`src/rtl/cycle_pkg.sv`:
```
`default_nettype none
// ============================================================================
// Module   : cycle_pkg
// Brief    : Shared widths and limits for the cycle-count sample path.
// Revision : 1.0 - initial release
// ============================================================================
package cycle_pkg;

    localparam int CYCLE_W            = 8;
    localparam int FIFO_DEPTH_DEFAULT = 4;
    localparam int DROP_CNT_W         = 8;
    localparam int DROP_CNT_MAX       = 255;

endpackage : cycle_pkg
`default_nettype wire

```
`src/rtl/fifo_ptr.sv`:
```
`default_nettype none
// ============================================================================
// Module   : fifo_ptr
// Brief    : Wrapping FIFO pointer with increment enable and async reset.
// Revision : 1.0 - initial release
// ============================================================================
module fifo_ptr #(
    parameter int PTR_W = 3
) (
    input  logic             clk,
    input  logic             rst,
    input  logic             i_inc,
    output logic [PTR_W-1:0] o_ptr
);

    logic [PTR_W-1:0] r_ptr;

    // Natural binary wrap of the full width keeps the extra MSB toggling
    // once per lap, which is what separates full from empty.
    always_ff @(posedge clk or posedge rst) begin
        if (rst) begin
            r_ptr <= '0;
        end else if (i_inc) begin
            r_ptr <= r_ptr + PTR_W'(1);
        end
    end

    assign o_ptr = r_ptr;

endmodule : fifo_ptr
`default_nettype wire

```
`src/rtl/cycle_sample_fifo.sv`:
```
`default_nettype none
// ============================================================================
// Module   : cycle_sample_fifo
// Brief    : Small valid/ready FIFO buffering cycle-count samples.
//            Define DROP_CNT_EN to build the saturating rejected-write counter.
// Revision : 1.0 - initial release
// ============================================================================
module cycle_sample_fifo
    import cycle_pkg::*;
#(
    parameter  int DATA_W = CYCLE_W,
    parameter  int DEPTH  = FIFO_DEPTH_DEFAULT,
    localparam int ADDR_W = $clog2(DEPTH)
) (
    input  logic                  clk,
    input  logic                  rst,
    input  logic                  in_valid,
    input  logic [DATA_W-1:0]     in_data,
    output logic                  in_ready,
    output logic                  out_valid,
    output logic [DATA_W-1:0]     out_data,
    input  logic                  out_ready,
    output logic [ADDR_W:0]       count,
    output logic                  full,
    output logic                  empty,
    output logic [DROP_CNT_W-1:0] drop_cnt
);

    logic [ADDR_W:0]   w_wr_ptr;
    logic [ADDR_W:0]   w_rd_ptr;
    logic              w_wr_fire;
    logic              w_rd_fire;
    logic [DATA_W-1:0] r_mem [DEPTH];

    // Flags come purely from registered pointers; no same-cycle pass-through.
    assign full      = (w_wr_ptr[ADDR_W-1:0] == w_rd_ptr[ADDR_W-1:0]) &&
                       (w_wr_ptr[ADDR_W] != w_rd_ptr[ADDR_W]);
    assign empty     = (w_wr_ptr == w_rd_ptr);
    assign count     = w_wr_ptr - w_rd_ptr;
    assign in_ready  = !full;
    assign out_valid = !empty;

    assign w_wr_fire = in_valid && in_ready;
    assign w_rd_fire = out_valid && out_ready;

    fifo_ptr #(
        .PTR_W (ADDR_W + 1)
    ) u_wr_ptr (
        .clk   (clk),
        .rst   (rst),
        .i_inc (w_wr_fire),
        .o_ptr (w_wr_ptr)
    );

    fifo_ptr #(
        .PTR_W (ADDR_W + 1)
    ) u_rd_ptr (
        .clk   (clk),
        .rst   (rst),
        .i_inc (w_rd_fire),
        .o_ptr (w_rd_ptr)
    );

    // Storage is intentionally left uncleared by reset.
    always_ff @(posedge clk) begin
        if (w_wr_fire) begin
            r_mem[w_wr_ptr[ADDR_W-1:0]] <= in_data;
        end
    end

    assign out_data = r_mem[w_rd_ptr[ADDR_W-1:0]];

`ifdef DROP_CNT_EN
    logic [DROP_CNT_W-1:0] r_drop_cnt;

    always_ff @(posedge clk or posedge rst) begin
        if (rst) begin
            r_drop_cnt <= '0;
        end else if (in_valid && full &&
                     (r_drop_cnt != DROP_CNT_W'(DROP_CNT_MAX))) begin
            r_drop_cnt <= r_drop_cnt + DROP_CNT_W'(1);
        end
    end

    assign drop_cnt = r_drop_cnt;
`else
    assign drop_cnt = '0;
`endif

endmodule : cycle_sample_fifo
`default_nettype wire

```
`config.mk`:
```
export PLATFORM = sky130hd
export DESIGN_NAME = cycle_sample_fifo
export DESIGN_NICKNAME = d
export VERILOG_FILES = /design/src/rtl/cycle_pkg.sv /design/src/rtl/fifo_ptr.sv /design/src/rtl/cycle_sample_fifo.sv
export SDC_FILE = /design/constraint.sdc
export NUM_CORES = 1
export LEC_CHECK = 0
export CAP_MARGIN = 20
export CORE_MARGIN = 2
export CORE_UTILIZATION = 56
export CTS_BUF_LIST = sky130_fd_sc_hd__clkbuf_4 sky130_fd_sc_hd__clkbuf_8
export DETAILED_ROUTE_END_ITERATION = 12
export PLACE_DENSITY_LB_ADDON = 0.05
export SETUP_SLACK_MARGIN = 0.3
export SYNTH_ARGS = -nofsm -noshare
export SYNTH_HDL_FRONTEND = slang
export SYNTH_SLANG_ARGS = --single-unit
```
`constraint.sdc`:
```
create_clock -name clk -period 5.4 [get_ports clk]
set_input_delay 0.81 -clock clk [delete_from_list [all_inputs] [get_ports clk]]
set_output_delay 0.81 -clock clk [all_outputs]
set_load 0.005 [all_outputs]
```
# Word-level counts from Yosys, hierarchy flattened
# Memory sizes are Yosys's and may differ from the RTL's.
# Index checks and enable logic that the tools add are counted.
# Widths: inputs -> output; s select.
[word_totals] ff_bits=6 ram_bits=32 input_bits=12 wordCells=16 mem_count=1
[memory_table] name="r_mem" words=4 word_bits=8 read_ports=1 rd_clocked_by_memory_dff=0 write_ports=1 line_no="cycle_sample_fifo.sv:33" text="logic [DATA_W-1:0] r_mem [DEPTH];"
[op_classes] n_addsub=3 eq_ne=3 muxes=2 reduce_logical=5
[op_table] op="$add 3x1->3 const B" count=2
[op_table] op="$eq 3x3->1" count=1
[op_table] op="$logic_and 1x1->1" count=3
[op_table] op="$sub 3x3->3" count=1
[op_table] op="$eq 2x2->1" count=1
[op_table] op="$logic_not 1->1" count=2
[op_table] op="$mux 1" count=2
[op_table] op="$ne 1x1->1" count=1

# Logic depth before layout (Yosys ltp)
# Gate-level depths: netlist (run 1).
[logic_depth] depth_word=6 ltp_mapped=6 ltp_nobuf=5

# Hierarchy
# Synthesis (run 1) repeated with hierarchy kept, for this count alone.
[unflattened] cells_unflattened=97 area_unflattened_um2=1664.1
[modules_own_cells] mod="cycle_sample_fifo" instances=1 cells_each=79 area_each_um2=1408.9
[modules_own_cells] mod="fifo_ptr" instances=2 cells_each=9 area_each_um2=127.6

# Worst setup path before layout (run 1)
# Ideal clock, no wire load.
[synth_path] path_kind="reg-to-output" start="reg u_rd_ptr.r_ptr[1] (netlist: u_rd_ptr.o_ptr[1])" end="out full" arrival_time_ps=1322 required_time_ps=4590 slack_ps=3268 stages_incl_launch_ff=6 path_buffers=1 cell_sequence="dfrtp_1 -> clkbuf_1 -> inv_1 -> ha_1 -> nand3_2 -> inv_1"
[synth_between] elab_chain_len=2
[synth_lines] element="start: declaration" line_no="fifo_ptr.sv:16" text="logic [PTR_W-1:0] r_ptr;"
[synth_lines] element="start signal: assignment" line_no="fifo_ptr.sv:24" text="r_ptr <= r_ptr + PTR_W'(1);"
[synth_lines] element="$eq 2x2->1" line_no="cycle_sample_fifo.sv:36" text="assign full = (w_wr_ptr[ADDR_W-1:0] == w_rd_ptr[ADDR_W-1:0]) &&"
[synth_lines] element="$logic_and 1x1->1" line_no="cycle_sample_fifo.sv:36"
[synth_lines] element="end: declaration" line_no="cycle_sample_fifo.sv:24" text="output logic full,"
# Every way passes these cells.

# Worst setup path after layout (run 1)
[layout_path] start="reg u_rd_ptr.r_ptr[0] (netlist: u_rd_ptr.o_ptr[0])" end="out count[2]"
[layout_between] elab_chain_len=1
[layout_lines] element="$sub 3x3->3" line_no="cycle_sample_fifo.sv:39" text="assign count = w_wr_ptr - w_rd_ptr;"
[layout_lines] element="end: declaration" line_no="cycle_sample_fifo.sv:23" text="output logic [ADDR_W:0] count,"
# Every way passes these cells.

==> parameters.txt, run 1 <==
Parameter                              Value

Timing
  Total count of hold-check failures in the final report    0
  Setup repair after global routing missed its margin    false
  Final slew viol count    0
  Least-Margin Pin Slew    0.632 ns
  Clock Skew    0.0101 ns
  F_max    317 MHz
  Setup-failing EPs final    0
  Fin crit share    58.4%
  Worst hold margin    0.558 ns
  Relative slew slack    57.8%
  Minimum clock period after layout    3.16 ns
  Sum Neg Setup Slack    0 ns

Worst setup path
  Worst setup path startpoint    u_rd_ptr.o_ptr[0]
  Reg2Reg Depth    3
  Worst-path cell chain    ha_1, fa_1, xnor2_1, clkdlybuf4s50_1
  Worst-path fanout max    11
  Endpoint kind of the worst setup timing path    output port
  Data arrival, critical path    2.35 ns
  Kind of start point of the critical path    flip-flop
  Critical Path Max Stage Delay    0.62 ns
  Crit Path Class    reg -> out
  Startpoint of the worst register-to-register path    u_rd_ptr.o_ptr[0]
  Critical-path cell with the highest stage delay    dfrtp_1
  Buffers & Inverters on Critical Path    1
  Dominant delay contributor by cell family on the critical path    adder cells
  Stages on worst setup path    4
  Worst reg2reg setup slack    3.27 ns
  Worst EP required    4.59 ns

Synth
  Mean instance size in the synthesized netlist    17.3 µm²
  Sequential cell area fraction in the yosys report    66.2%
  Register bit count reported by yosys    38
  Cell types with the largest area share after synthesis    edfxtp_1 (57%), mux4_2 (11%), dfrtp_1 (8.9%), ha_1 (5.2%), buf_4 (3.6%)
  Post-Synthesis Cells    97
  Distinct cell type count after synthesis    22
  Cell type with the largest total area after synthesis    edfxtp_1
  Synth top area share    57.2%
  Post-synthesis cell area    0.00168 mm²
  Warnings from Yosys    0

Pwr
  Sw frac    32.8%
  Cell leakage power    0.763 nW
  Part of the total power dissipated in combinational logic    47.0%
  Areal power density over the cells    586 mW/mm²
  Switching power of the nets    0.382 mW
  Total power    1.17 mW
  Cell internal power dissipation    0.784 mW
  Sequential cell fraction of total power    40.9%
  Part of the power in the clock network    12.2%
  Largest voltage drop on the vdd net    0.446 mV

Cells and area
  Final Net Count    147
  Most frequent cells in the layout    edfxtp_1 (32), clkdlybuf4s50_1 (26), inv_1 (8), mux4_2 (8), conb_1 (8)
  Synthesis-to-layout area growth    18.6%
  Ant. Diodes    0
  Proportion of layout cells with a drive suffix above 1    15.6%
  Leading cell type in the layout, fill and taps excluded    edfxtp_1

Clock tree
  Clock tree from TritonCTS    yes
  Cts hold-fix bufs    0
  Inserted Clock Buffers    5
  Clock Tree Buf Depth    2
  Clk pin slew, worst setup/hold paths    0.11 ns
  Number of clock sinks seen by CTS    38
  H-tree depth    2
  Resized cells post-CTS    0
  Post-CTS Repair Setup Buffers    0
  Worst-Skew Late Latency    0.33 ns
  CTS Root Cell    clkbuf_4

Run
  Max-cap violations    0

GRT
  Largest net degree at the start of global routing    13
  Via count of the first global-routing pass    909
  Antenna violations before repair    0
  GRT Util Overall    18.2%
  First-pass GRT wire length    4410 µm
  GRT overflow    0

Route
  Remaining design rule violation count    2
  Total number of vias    871
  Vias per inst    5.48
  Wire length per cell    17.7 µm
  DRC marker count from the first detailed-route iteration    31
  Total wirelength of the detailed-routed design    2820 µm
  Post-route antenna net violation count    0
  Count of TritonRoute iterations in the first routing pass    8

Placed design
  Number of buffers inserted by port buffering    26
  RePlAce Congestion    0.741
  Dpl hpwl    2010 µm

Floorplanning
  Core Rows    19
  Die area    0.00345 mm²
  Core area    0.00281 mm²
  Width of the chip    58.8 µm
  DIE HEIGHT    58.8 µm
  IO Pins    35
  Initial core utilization    59.9%

Worst hold path
  Hold Crit Class    reg -> reg
  Start point of the worst min-delay path    u_wr_ptr.o_ptr[0]
  Worst hold path stage count    1

Status
  Violations in the final reports    DRC
  Result of the run    finished with violations
-- stage by stage --
stage | setup WS, ns | area [µm²] | cells | util [%]
final | 2.24 | 1990 | 159 | 71.0
after floorplan | 3.27 | 1710 | 104 | -
after global routing | 2.08 | 1990 | 159 | 71.0
after detailed placement | 2.57 | 1940 | 151 | 69.0
after global placement | 2.57 | 1940 | 151 | 69.0
after CTS | 2.19 | 1990 | 159 | 71.0
-- area by class of cell --
| class | count | area [µm²] |
|---|---|---|
| Multi-Input combinational cell | 48 | 495 |
| Sequential cell | 38 | 1110 |
| Clock inverter | 2 | 10.0 |
| Timing Repair Buffer | 26 | 260 |
| Tap cell | 31 | 38.8 |
| Clock buffer | 6 | 45.0 |
| Inverter | 8 | 30.0 |
| Fill cell | 198 | 815 |
-- synth_stat cells (all sizes together) --
library cell  instances
o21ai                 3
xnor2                 4
xor2                  1
nand2                 3
ha                    7
mux2                  3
buf                   9
fa                    1
a21oi                 2
mux4                  8
clkbuf                1
edfxtp               32
a31oi                 2
and3                  4
dfrtp                 6
nand3                 2
inv                   8
conb                  1
-- worst register-to-register path, cell delays in order, from the launching register on --
cell	delay [ns]
dfrtp_1	0.76
ha_1	0.43
nand3_2	0.14
and3_1	0.46
-- worst paths after layout --
path                                     end
max in group asynchronous  u_wr_ptr.o_ptr[2]
hold reg to reg            u_wr_ptr.o_ptr[0]
setup reg to reg                 r_mem[1][7]
hold / removal             u_wr_ptr.o_ptr[0]
min in group asynchronous  u_rd_ptr.o_ptr[1]
setup / recovery                    count[2]
-- per-layer routing --
metal / global-route usage, % / vias up / wire (µm)
met5: 0 / - / 0
met4: 7.14 / 0 / 29
met1: 21.9 / 429 / 1130
li1: - / 406 / -
met3: 5.93 / 5 / 165
met2: 30.5 / 31 / 1500
-- logic make-up (layout without fill, tap and decap cells) --
kind of cell               count (synthesis)  count (layout)  share of synthesized area, %
other                                      1               8                         0.223
DFF                                       38              38                          66.2
and+or+nand+nor                            9               9                          3.05
xor gates and xnor gates                   5               5                          2.61
AOI/OAI and AO/OA                          7               7                          2.68
muxes                                     11              11                          13.0
buffers and inverters                     18              42                          5.89
adders and majority gates                  8               8                          6.41
-- flip-flops by register name, indices dropped and copies added (netlist names) --
register / count
r_mem: 32
u_rd_ptr.o_ptr: 3
u_wr_ptr.o_ptr: 3
-- power by group through the flow --
stage	clock (mW)	combinational [mW]	sequential [mW]
after detailed placement	0	0.551	0.486
after CTS	0.146	0.556	0.479
after global routing	0.157	0.592	0.492
after floorplan	0	0.333	0.438
after global placement	0	0.544	0.481
final	0.142	0.548	0.476
Note: power is estimated with default switching activity, not from simulation.
==> inputs of run 2 (changes only) <==
- CORE_UTILIZATION: 56 -> 47
- clock period: 5.4 -> 2.8 ns (I/O delays scaled with it)
==> parameters.txt, run 2 (synthesis results as in run 1) <==
Parameter                              Value

Timing
  F_max    418 MHz
  Setup-failing EPs final    0
  Final slew viol count    0
  Fin crit share    85.4%
  Sum Neg Setup Slack    0 ns
  Clock Skew    0.0166 ns
  Setup repair after global routing missed its margin    false
  Total count of hold-check failures in the final report    0
  Final worst-path setup slack    0.409 ns
  Minimum clock period after layout    2.39 ns

Route
  DRC marker count from the first detailed-route iteration    56
  Total wirelength of the detailed-routed design    2770 µm
  WL met1    1240 µm
  Total number of vias    865
  Routed length on met2    1360 µm
  Met3 WL post-DR    108 µm
  Uppermost layer routed    met4
  Vias per inst    4.86
  Post-route antenna net violation count    0
  Wire length per cell    15.5 µm
  Count of TritonRoute iterations in the first routing pass    4
  Remaining design rule violation count    0

Cells and area
  Number of flip-flops in the largest register    32
  Most frequent cells in the layout    edfxtp_1 (32), clkdlybuf4s50_1 (25), inv_1 (8), mux4_2 (8), conb_1 (8)
  Leading cell type in the layout, fill and taps excluded    edfxtp_1
  Fill count    253
  Final Net Count    151
  Proportion of layout cells with a drive suffix above 1    18.2%
  Multi-input gate area    495 µm²
  Ant. Diodes    0
  Synthesis-to-layout area growth    22.1%
  Sequential standard cell area    0.00111 mm²

Worst setup path
  Worst EP required    2.38 ns
  Kind of start point of the critical path    flip-flop
  Capture point of the worst reg-to-reg path    r_mem[1][1]
  Startpoint of the worst register-to-register path    u_wr_ptr.o_ptr[1]
  Reg2Reg Depth    3
  Crit Path Class    reg -> out
  Worst reg2reg setup slack    0.98 ns
  Endpoint kind of the worst setup timing path    output port
  Data arrival, critical path    1.97 ns
  Worst-path fanout max    3

GRT
  GRT Util Overall    15.5%
  Antenna violations before repair    0
  Largest net degree at the start of global routing    13
  First-pass GRT wire length    4440 µm
  GRT overflow    0
  Via count of the first global-routing pass    862

Status
  Result of the run    finished clean

Placed design
  Dpl hpwl    1950 µm
  Worst-case setup slack after placement    0.622 ns
  Number of buffers inserted by port buffering    26
  RePlAce Congestion    0.855

Clock tree
  Clk pin slew, worst setup/hold paths    0.12 ns
  Number of clock sinks seen by CTS    38
  Worst-Skew Late Latency    0.35 ns
  Cts hold-fix bufs    0
  Clock tree from TritonCTS    yes
  Clock Tree Buf Depth    2
  CTS Root Cell    clkbuf_4
  H-tree depth    2
  Inserted Clock Buffers    5

Pwr
  Largest voltage drop on the vdd net    0.518 mV
  Total power    2.30 mW
  Cell leakage power    0.791 nW
  Areal power density over the cells    1120 mW/mm²

Floorplanning
  Core Rows    21
  IO Pins    35
  Core area    0.00339 mm²
  DIE HEIGHT    63.8 µm
  Width of the chip    63.8 µm
  Initial core utilization    49.5%
  Die area    0.00407 mm²

Run
  Max-cap violations    0

Worst hold path
  Hold Crit Class    in -> async
-- run 2: cell types whose count changed in the layout (fill, tap and decap cells not counted), sizes merged --
cell,previous run,this run
dlymetal6s2s,0,1
clkinvlp,0,1
clkdlybuf4s50,26,25
clkinv,2,1
buf,0,4
-- run 2: area by class of cell --
| type | instances | share of cell area (%) |
|---|---|---|
| tap | 46 | 2.81 |
| timing repair buffer | 30 | 14.3 |
| clock inverter | 2 | 0.610 |
| inverter | 8 | 1.46 |
| sequential | 38 | 54.2 |
| multi-input combinational | 48 | 24.2 |
| clock buffer | 6 | 2.50 |
-- run 2: per-stage QoR --
| step | instance area, µm² | util, % | hold WS, ns | cells |
|---|---|---|---|---|
| after global routing | 2050 | 60.5 | 0.333 | 178 |
| after CTS | 2040 | 60.2 | 0.282 | 177 |
| after floorplan | 1710 | - | 0.211 | 104 |
| after global placement | 1970 | 58.1 | 0.520 | 168 |
| after detailed placement | 1970 | 58.1 | 0.528 | 168 |
| final | 2050 | 60.5 | 0.279 | 178 |
-- run 2: worst max path at each step --
stage / startpoint / endpoint / slack, ns / cells past startpoint
6_report: u_wr_ptr.o_ptr[0] / count[1] / 0.41 / 5
3_5_place_dp: u_wr_ptr.o_ptr[0] / count[2] / 0.62 / 5
3_3_place_gp: u_wr_ptr.o_ptr[0] / count[2] / 0.65 / 5
2_1_floorplan: u_rd_ptr.o_ptr[1] / r_mem[0][0] / 0.92 / 5
5_1_grt: u_wr_ptr.o_ptr[0] / count[1] / 0.33 / 5
4_1_cts: u_wr_ptr.o_ptr[0] / count[2] / 0.32 / 5
-- run 2: repair_timing --
item,CTS,global route
resized for setup,0,1
buffers inserted,1,1
setup endpoints to repair,2,1
gates cloned,0,0
pin swaps,0,0
-- run 2: where the power goes --
part / internal [mW] / total [mW] / switching [mW]
registers: 0.778 / 0.847 / 0.0697
clock network: 0.121 / 0.299 / 0.178
logic: 0.655 / 1.15 / 0.499
total: 1.55 / 2.30 / 0.747
-- run 2: worst max-delay path, stage by stage (launching register included) --
cell	delay [ns]
dfrtp_1	0.40
inv_1	0.10
ha_1	0.17
fa_1	0.40
inv_1	0.06
clkdlybuf4s50_1	0.49
-- run 2: metal layers --
metal,track usage [%],up-vias
met5,0,-
met1,19.9,421
met4,7.34,0
li1,-,412
met2,25.0,25
met3,3.87,7
